===== src/rtl/ifu_prefetch.sv =====
// Instruction fetch unit: issues in-order fetches on a req/gnt/rvalid bus and buffers
// returned words with their addresses in a small FIFO feeding the if_id stage.
module ifu_prefetch #(
    parameter int unsigned DEPTH    = 4,
    parameter logic [31:0] RESET_PC = 32'h0000_0000
) (
    input  logic        clk,
    input  logic        rst,
    input  logic        jump_flag_i,
    input  logic [31:0] jump_addr_i,
    input  logic        hold_flag_i,
    output logic        ibus_req_o,
    output logic [31:0] ibus_addr_o,
    input  logic        ibus_gnt_i,
    input  logic        ibus_rvalid_i,
    input  logic [31:0] ibus_rdata_i,
    output logic [31:0] inst_o,
    output logic [31:0] inst_addr_o,
    output logic        inst_valid_o
);

    localparam int unsigned AW    = $clog2(DEPTH);
    localparam int unsigned CW    = AW + 1;
    localparam logic [CW:0] LIMIT = (CW + 1)'(DEPTH);
    localparam logic [31:0] NOP   = 32'h0000_0013;

    logic [31:0]   r_fetch_pc;
    logic [31:0]   r_resp_pc;
    logic [CW-1:0] r_outstanding;
    logic [CW-1:0] r_discard;
    logic [CW-1:0] r_wptr;
    logic [CW-1:0] r_rptr;
    logic [31:0]   r_inst  [DEPTH];
    logic [31:0]   r_iaddr [DEPTH];

    logic [CW-1:0] w_count;
    logic [CW:0]   w_credit_used;
    logic          w_req;
    logic          w_grant;
    logic          w_valid;
    logic          w_pop;
    logic          w_drop;
    logic          w_push;
    logic [CW-1:0] w_out_nxt;
    logic [31:0]   w_jump_pc;

    assign w_count       = r_wptr - r_rptr;
    assign w_credit_used = {1'b0, r_outstanding} + {1'b0, w_count};
    // Gated by rst so the bus sees no request while the block is held in reset.
    assign w_req         = rst && !jump_flag_i && (w_credit_used < LIMIT);
    assign w_grant       = w_req && ibus_gnt_i;
    assign w_valid       = (w_count != '0);
    assign w_pop         = w_valid && !hold_flag_i && !jump_flag_i;
    assign w_drop        = ibus_rvalid_i && (r_discard != '0);
    assign w_push        = ibus_rvalid_i && (r_discard == '0) && !jump_flag_i;
    assign w_out_nxt     = r_outstanding + CW'(w_grant) - CW'(ibus_rvalid_i);
    assign w_jump_pc     = jump_addr_i & ~32'h3;

    always_ff @(posedge clk or negedge rst) begin
        if (!rst) begin
            r_fetch_pc    <= RESET_PC;
            r_resp_pc     <= RESET_PC;
            r_outstanding <= '0;
            r_discard     <= '0;
            r_wptr        <= '0;
            r_rptr        <= '0;
        end else begin
            r_outstanding <= w_out_nxt;
            if (jump_flag_i) begin
                // Every response still owed after this cycle belongs to the old stream.
                r_discard  <= w_out_nxt;
                r_fetch_pc <= w_jump_pc;
                r_resp_pc  <= w_jump_pc;
                r_rptr     <= r_wptr;
            end else begin
                r_discard <= r_discard - CW'(w_drop);
                if (w_grant) begin
                    r_fetch_pc <= r_fetch_pc + 32'd4;
                end
                if (w_push) begin
                    r_resp_pc <= r_resp_pc + 32'd4;
                    r_wptr    <= r_wptr + 1'b1;
                end
                if (w_pop) begin
                    r_rptr <= r_rptr + 1'b1;
                end
            end
        end
    end

    always_ff @(posedge clk) begin
        if (w_push) begin
            r_inst[r_wptr[AW-1:0]]  <= ibus_rdata_i;
            r_iaddr[r_wptr[AW-1:0]] <= r_resp_pc;
        end
    end

    assign ibus_req_o   = w_req;
    assign ibus_addr_o  = r_fetch_pc;
    assign inst_valid_o = w_valid;
    assign inst_o       = w_valid ? r_inst[r_rptr[AW-1:0]] : NOP;
    assign inst_addr_o  = w_valid ? r_iaddr[r_rptr[AW-1:0]] : 32'h0;

endmodule


===== config.mk =====
export PLATFORM = sky130hd
export DESIGN_NAME = ifu_prefetch
export DESIGN_NICKNAME = d
export VERILOG_FILES = /design/src/rtl/ifu_prefetch.sv
export SDC_FILE = /design/constraint.sdc
export NUM_CORES = 1
export LEC_CHECK = 0
export ABC_AREA = 1
export CAP_MARGIN = 15
export CORE_ASPECT_RATIO = 1.75
export CORE_UTILIZATION = 40
export CTS_CLUSTER_SIZE = 14
export DETAILED_ROUTE_END_ITERATION = 10
export HOLD_SLACK_MARGIN = 0.05
export PLACE_DENSITY_LB_ADDON = 0.2
export SLEW_MARGIN = 20
export SYNTH_ARGS = -nofsm -noshare
export SYNTH_HDL_FRONTEND = slang
export SYNTH_SLANG_ARGS = --single-unit

===== constraint.sdc =====
create_clock -name clk -period 6.37 [get_ports clk]
set_input_delay 0.637 -clock clk [delete_from_list [all_inputs] [get_ports clk]]
set_output_delay 0.637 -clock clk [all_outputs]
set_load 0.02 [all_outputs]

Word level (Yosys, flattened, before mapping)

Memories as Yosys holds them, arrays and structs flattened.
Cells that the tools add are included.

Add/subtract/negate cells: 9
$lt $le $gt $ge: 1
Mux-type cells: 11
Bitwise gates (word level): 1
Reduce and logical (&&, ||, !) cells: 17

Operators with widths:

| kind                                                                         | number |
|---|---|
| 32-bit 2-to-1 mux                                                            | 6 |
| 32-bit by 3-bit adder with 32-bit output, second input constant              | 2 |
| 3-bit 2-to-1 mux                                                             | 3 |
| 1-bit logical AND                                                            | 8 |
| 3-bit by 1-bit adder with 3-bit output, second input constant                | 2 |
| 2-bit nonzero test                                                           | 3 |
| 3-bit nonzero test                                                           | 2 |
| 3-bit by 1-bit subtractor with 3-bit output                                  | 2 |
| 3-bit by 3-bit adder with 4-bit output                                       | 1 |
| 4-bit by 3-bit less-than comparator with 1-bit output, second input constant | 1 |
| 3-bit by 1-bit adder with 3-bit output                                       | 1 |
| 3-bit zero test                                                              | 1 |
| 3-bit subtractor                                                             | 1 |
| 1-bit zero test                                                              | 2 |
| 1-bit 2-to-1 mux                                                             | 2 |
| 2-bit AND reduction                                                          | 1 |
| 1-bit inverter                                                               | 1 |

Register bits: 76
Memory bits (writable): 256
Input bits: 70
Output and inout bits: 98
Logic and storage cells: 47
Memories: 2

Memories:

| memory  | words | bits a word | rd ports | clocked after Yosys merged registers in | wr ports | line | RTL |
|---|---|---|---|---|---|---|---|
| r_iaddr | 4     | 32          | 1        | 0                                       | 1        | 34   | `logic [31:0] r_iaddr [DEPTH];` |
| r_inst  | 4     | 32          | 1        | 0                                       | 1        | 33   | `logic [31:0] r_inst [DEPTH];` |

Logic depth before layout (Yosys ltp)

Word-level depth: 8
Mapped depth: 21
Depth with buffers taken out: 20

Least setup slack after synthesis

OpenSTA, ideal clock, no wires.

Path type: input port to flip-flop
Start: input ibus_rvalid_i
End: memory r_iaddr[0][10] (enable)
Setup time: 0.482 ns
Arrival time: 3.769 ns
Required time: 5.888 ns
Setup slack: 2.118 ns
Stages: 5
Path buffers: 1
Path through: inv_1 > nor2_4 > nand2_2 > buf_2 > nor2_1

Word-level cells in the longest chain between the ends: 4

Ends and longest elaborated chain:

| item                                   | line | RTL |
|---|---|---|
| from (decl)                            | 15   | `input logic ibus_rvalid_i,` |
| 1-bit logical AND (2 in a row)         | 55   | `assign w_push = ibus_rvalid_i && (r_discard == '0) && !jump_flag_i;` |
| 1-bit 2-to-1 mux                       | 92   | `if (w_push) begin` |
| 1-bit 2-to-1 mux (not written as such) | 94   | `r_iaddr[r_wptr[AW-1:0]] <= r_resp_pc;` |
| to (decl)                              | 34   |  |

No other way between the ends.

Worst setup path after layout

Start: register r_rptr[1]
End: output inst_o[4]

Word-level cells in the longest chain between the ends: 3
Elaborated cells on any way between the ends: 4
Classes of those cells: add/sub: 1; mux: 1; reduce/logical: 1; memory: 1

Ends and longest elaborated chain:

| item                   | line | RTL |
|---|---|---|
| from (decl)            | 32   | `logic [CW-1:0] r_rptr;` |
| from (signal assigned) | 74   | `r_rptr <= r_wptr;` |
| from (signal assigned) | 85   | `r_rptr <= r_rptr + 1'b1;` |
| 3-bit subtractor       | 47   | `assign w_count = r_wptr - r_rptr;` |
| 3-bit nonzero test     | 52   | `assign w_valid = (w_count != '0);` |
| 32-bit 2-to-1 mux (*)  | 101  | `assign inst_o = w_valid ? r_inst[r_rptr[AW-1:0]] : NOP;` |
| to (decl)              | 17   | `output logic [31:0] inst_o,` |

Every way passes the cells marked *; elsewhere a longest branch is shown, timed or not.

==> summary.txt <==
Timing
  • Worst Tran Pin Value: between 0.9 and 1 ns
  • Setup ws final: 2.190 ns
  • Final setup fails: 0
  • Max Slew Vio Count: 0
  • Fin Setup TNS: 0 ns
  • Relative slew slack: 0.3420
  • Highest clock rate: about 240 MHz
  • Worst Skew: between 0.01 and 0.015 ns
  • Final period util: 0.6563
  • Hold WS: between 0.5 and 0.6 ns
  • Final min period: around 4.2 ns
  • RSZ-0062 raised after global routing: false
  • Final Hold Viols: 0

Logic synthesis
  • Post-synth top flop: edfxtp_1
  • Synth area leader: edfxtp_1
  • Avg Cell Area, Syn: around 10 um2
  • Syn Std Cell Area: about 15000 um2
  • Post-synth EDFFs: around 250
  • Async SR Flop Fraction: 0.2250
  • Gate Count Post-Synth: 1461
  • Sequential element share of the synthesized area: 0.6314
  • Most frequent cell after synthesis: nand2_1
  • Synth cell types: 43
  • Ys Warns: 0
  • Commonest cells in the netlist: nand2_1, edfxtp_1, nor2_1
  • Synth top area cells: edfxtp_1, dfrtp_1, nand2_1
  • Synth top area share: 0.5084
  • Number of synthesized register bits: 320

Critical path
  • WP data arrival: 3.54 ns
  • RR Startpoint: r_rptr[0]
  • Setup crit end kind: output port
  • Startpoint Class: flop
  • Register-to-register setup slack: roughly 2.5 ns
  • Reg2reg path depth: 18
  • Crit Path Max Fanout: 64
  • Worst stage delay on the critical path: between 0.6 and 0.7 ns
  • Crit Path Category: flop to output port
  • Worst-path cell chain: clkinv_1 > buf_4 > fa_1 > nor2_1 > nand3_2 > buf_4 > o221ai_1 > clkdlybuf4s50_1
  • Slowest cell on crit path: clkdlybuf4s50_1
  • Req. time, crit path: 5.73 ns
  • Most used cell, CP: buf_4
  • Worst R2R End: r_discard[2]

Drt
  • DRT iter0 DRCs: 530
  • DRC Markers: 0
  • Via Count: 10700
  • TritonRoute pass-1 iters: 5
  • Vias per Instance: approximately 5.1
  • Routed WL per cell: between 15 and 20 um
  • WL final: about 36000 um
  • Post-route ant nets: 0

Global routing
  • Gr usage total: 0.1961
  • First-pass GRT wire length: around 57000 um
  • Largest net degree at the start of global routing: 80
  • Total gr overflow: 0
  • Vias in the first global route: roughly 10000
  • Initial antenna violation count: 0

Clock tree
  • CTS tree: built
  • Root Buffer: clkbuf_16
  • H-tree depth: 1
  • Post-CTS Setup Bufs: 0
  • CTS Buf Count: 30
  • Sink Count: 320
  • Deepest clock path buffer count: 3
  • PostCTS Resize Cnt: 0
  • Hold-fix buffers, CTS: 1
  • Clock Pin Slew Worst Setup and Hold Paths: around 0.060 ns
  • Later-pin clock latency in the skew report: between 0.5 and 0.6 ns

Layout
  • Final Net Count: between 1500 and 2000
  • Fin util: 0.4904
  • Fin area: about 18000 um2
  • Layout cells sized above 1: 0.05962
  • Finished Layout Cells: about 2100
  • Antenna diode count: 0
  • Fill cells: approximately 3300
  • Area grow syn2layout: 20.63%

Pwr
  • Worst IR Drop VDD: around 0.22 mV
  • Final total power: slightly above 8 mW
  • Leakage power: 6.864 nW
  • Power Density: 457.7 nW/um2

Floorplanning
  • I/O Pins: 168
  • Die W: approximately 150 um
  • Initial Util: 0.4065
  • Die height: between 200 and 300 um
  • Row count: between 90 and 100
  • CORE AREA: about 36000 um2
  • Die outline area: between 30000 and 40000 um2

Status
  • Status: complete, no violations

Worst hold path
  • Hold Path Depth: 1
  • Hold path start: r_outstanding[2]
  • Hold Path End: r_outstanding[2]
  • Type of the worst min-delay path: flop to flop

Flow run
  • Max cap viols: 0

Placed design
  • Placed inst area: 16650 um2
  • Dpl cells: around 2000
  • Place WS: 2.425 ns
  • PortBufs: about 160
  • Routability Congestion: between 0.8 and 0.9
  • Hpwl dp: roughly 23000 um
==> report_power, final <==
part           internal, mW  switching (mW)  total [mW]
Combinational          1.40            2.14        3.54
Sequential             2.48           0.246        2.73
Clock                  1.08           0.745        1.82
==> how the worst max path moves through the flow <==
stage	start	endpoint	depth (start not counted)	slack, ns
final	r_rptr[1]	inst_o[4]	8	2.19
after global placement	r_rptr[0]	r_discard[2]	18	2.45
after global routing	r_rptr[0]	inst_addr_o[3]	9	1.97
after detailed placement	r_rptr[0]	r_discard[2]	18	2.42
after CTS	r_rptr[1]	inst_o[4]	8	2.11
after floorplan	ibus_rvalid_i	r_iaddr[0][10]	5	2.12
==> logic make-up after synthesis <==
group / after synthesis / share of synthesized area
buf+inv: 221 / 0.06270
flops: 320 / 0.6314
compound gates: 261 / 0.09900
simple gates: 619 / 0.1782
xor+xnor: 23 / 0.01375
other cells: 1 / 0.0002560
fa+ha+maj: 16 / 0.01469
==> critical path, delay by kind of cell (launching register included) <==
kind | cells | cell delay [ns]
and+or+nand+nor | 2 | 0.28
buffers and inverters | 4 | 1.55
adders and majority gates | 1 | 0.57
AOI/OAI and AO/OA | 1 | 0.15
DFF | 1 | 0.40
==> cell type report <==
class / instances / area [um2] / share of cell area
inverter: 156 / 594.3 / 0.03364
tap: 470 / 588.1 / 0.03328
multi-input combinational: 923 / 4522 / 0.2559
clock buffer: 42 / 837.1 / 0.04737
clock inverter: 12 / 170.2 / 0.009630
timing repair buffer: 174 / 1704 / 0.09645
sequential: 320 / 9254 / 0.5237
==> sequential cells by signal, indices dropped and copies added (netlist names) <==
signal / count
r_inst: 128
r_iaddr: 120
ibus_addr_o: 30
r_resp_pc: 30
r_discard: 3
r_outstanding: 3
r_rptr: 3
r_wptr: 3
==> routing by layer <==
metal	vias up	global-route usage	wire, um	share of wire
li1	5221	-	-	-
met1	5116	0.2182	14030	0.39
met2	298	0.3710	19270	0.53
met3	68	0.02121	1593	0.044
met4	0	0.09196	1495	0.041
met5	-	0	0	0
==> placed cells by master (no fill, tap or decap), types with 13 or more instances in the layout <==
| cell | synthesis | final |
|---|---|---|
| edfxtp_1 | 248 | 248 |
| nand2_1 | 303 | 303 |
| clkbuf_16 | 0 | 31 |
| o21ai_0 | 155 | 155 |
| dfrtp_1 | 72 | 70 |
| xor2_1 | 13 | 13 |
| buf_4 | 9 | 13 |
| a21oi_1 | 15 | 15 |
| o22ai_1 | 59 | 59 |
| inv_1 | 146 | 146 |
| nand3_1 | 72 | 72 |
| ha_1 | 14 | 14 |
| nor2_1 | 195 | 191 |
| nand4_1 | 14 | 14 |
| clkdlybuf4s50_1 | 0 | 159 |
Note: power is estimated with default switching activity, not from simulation.
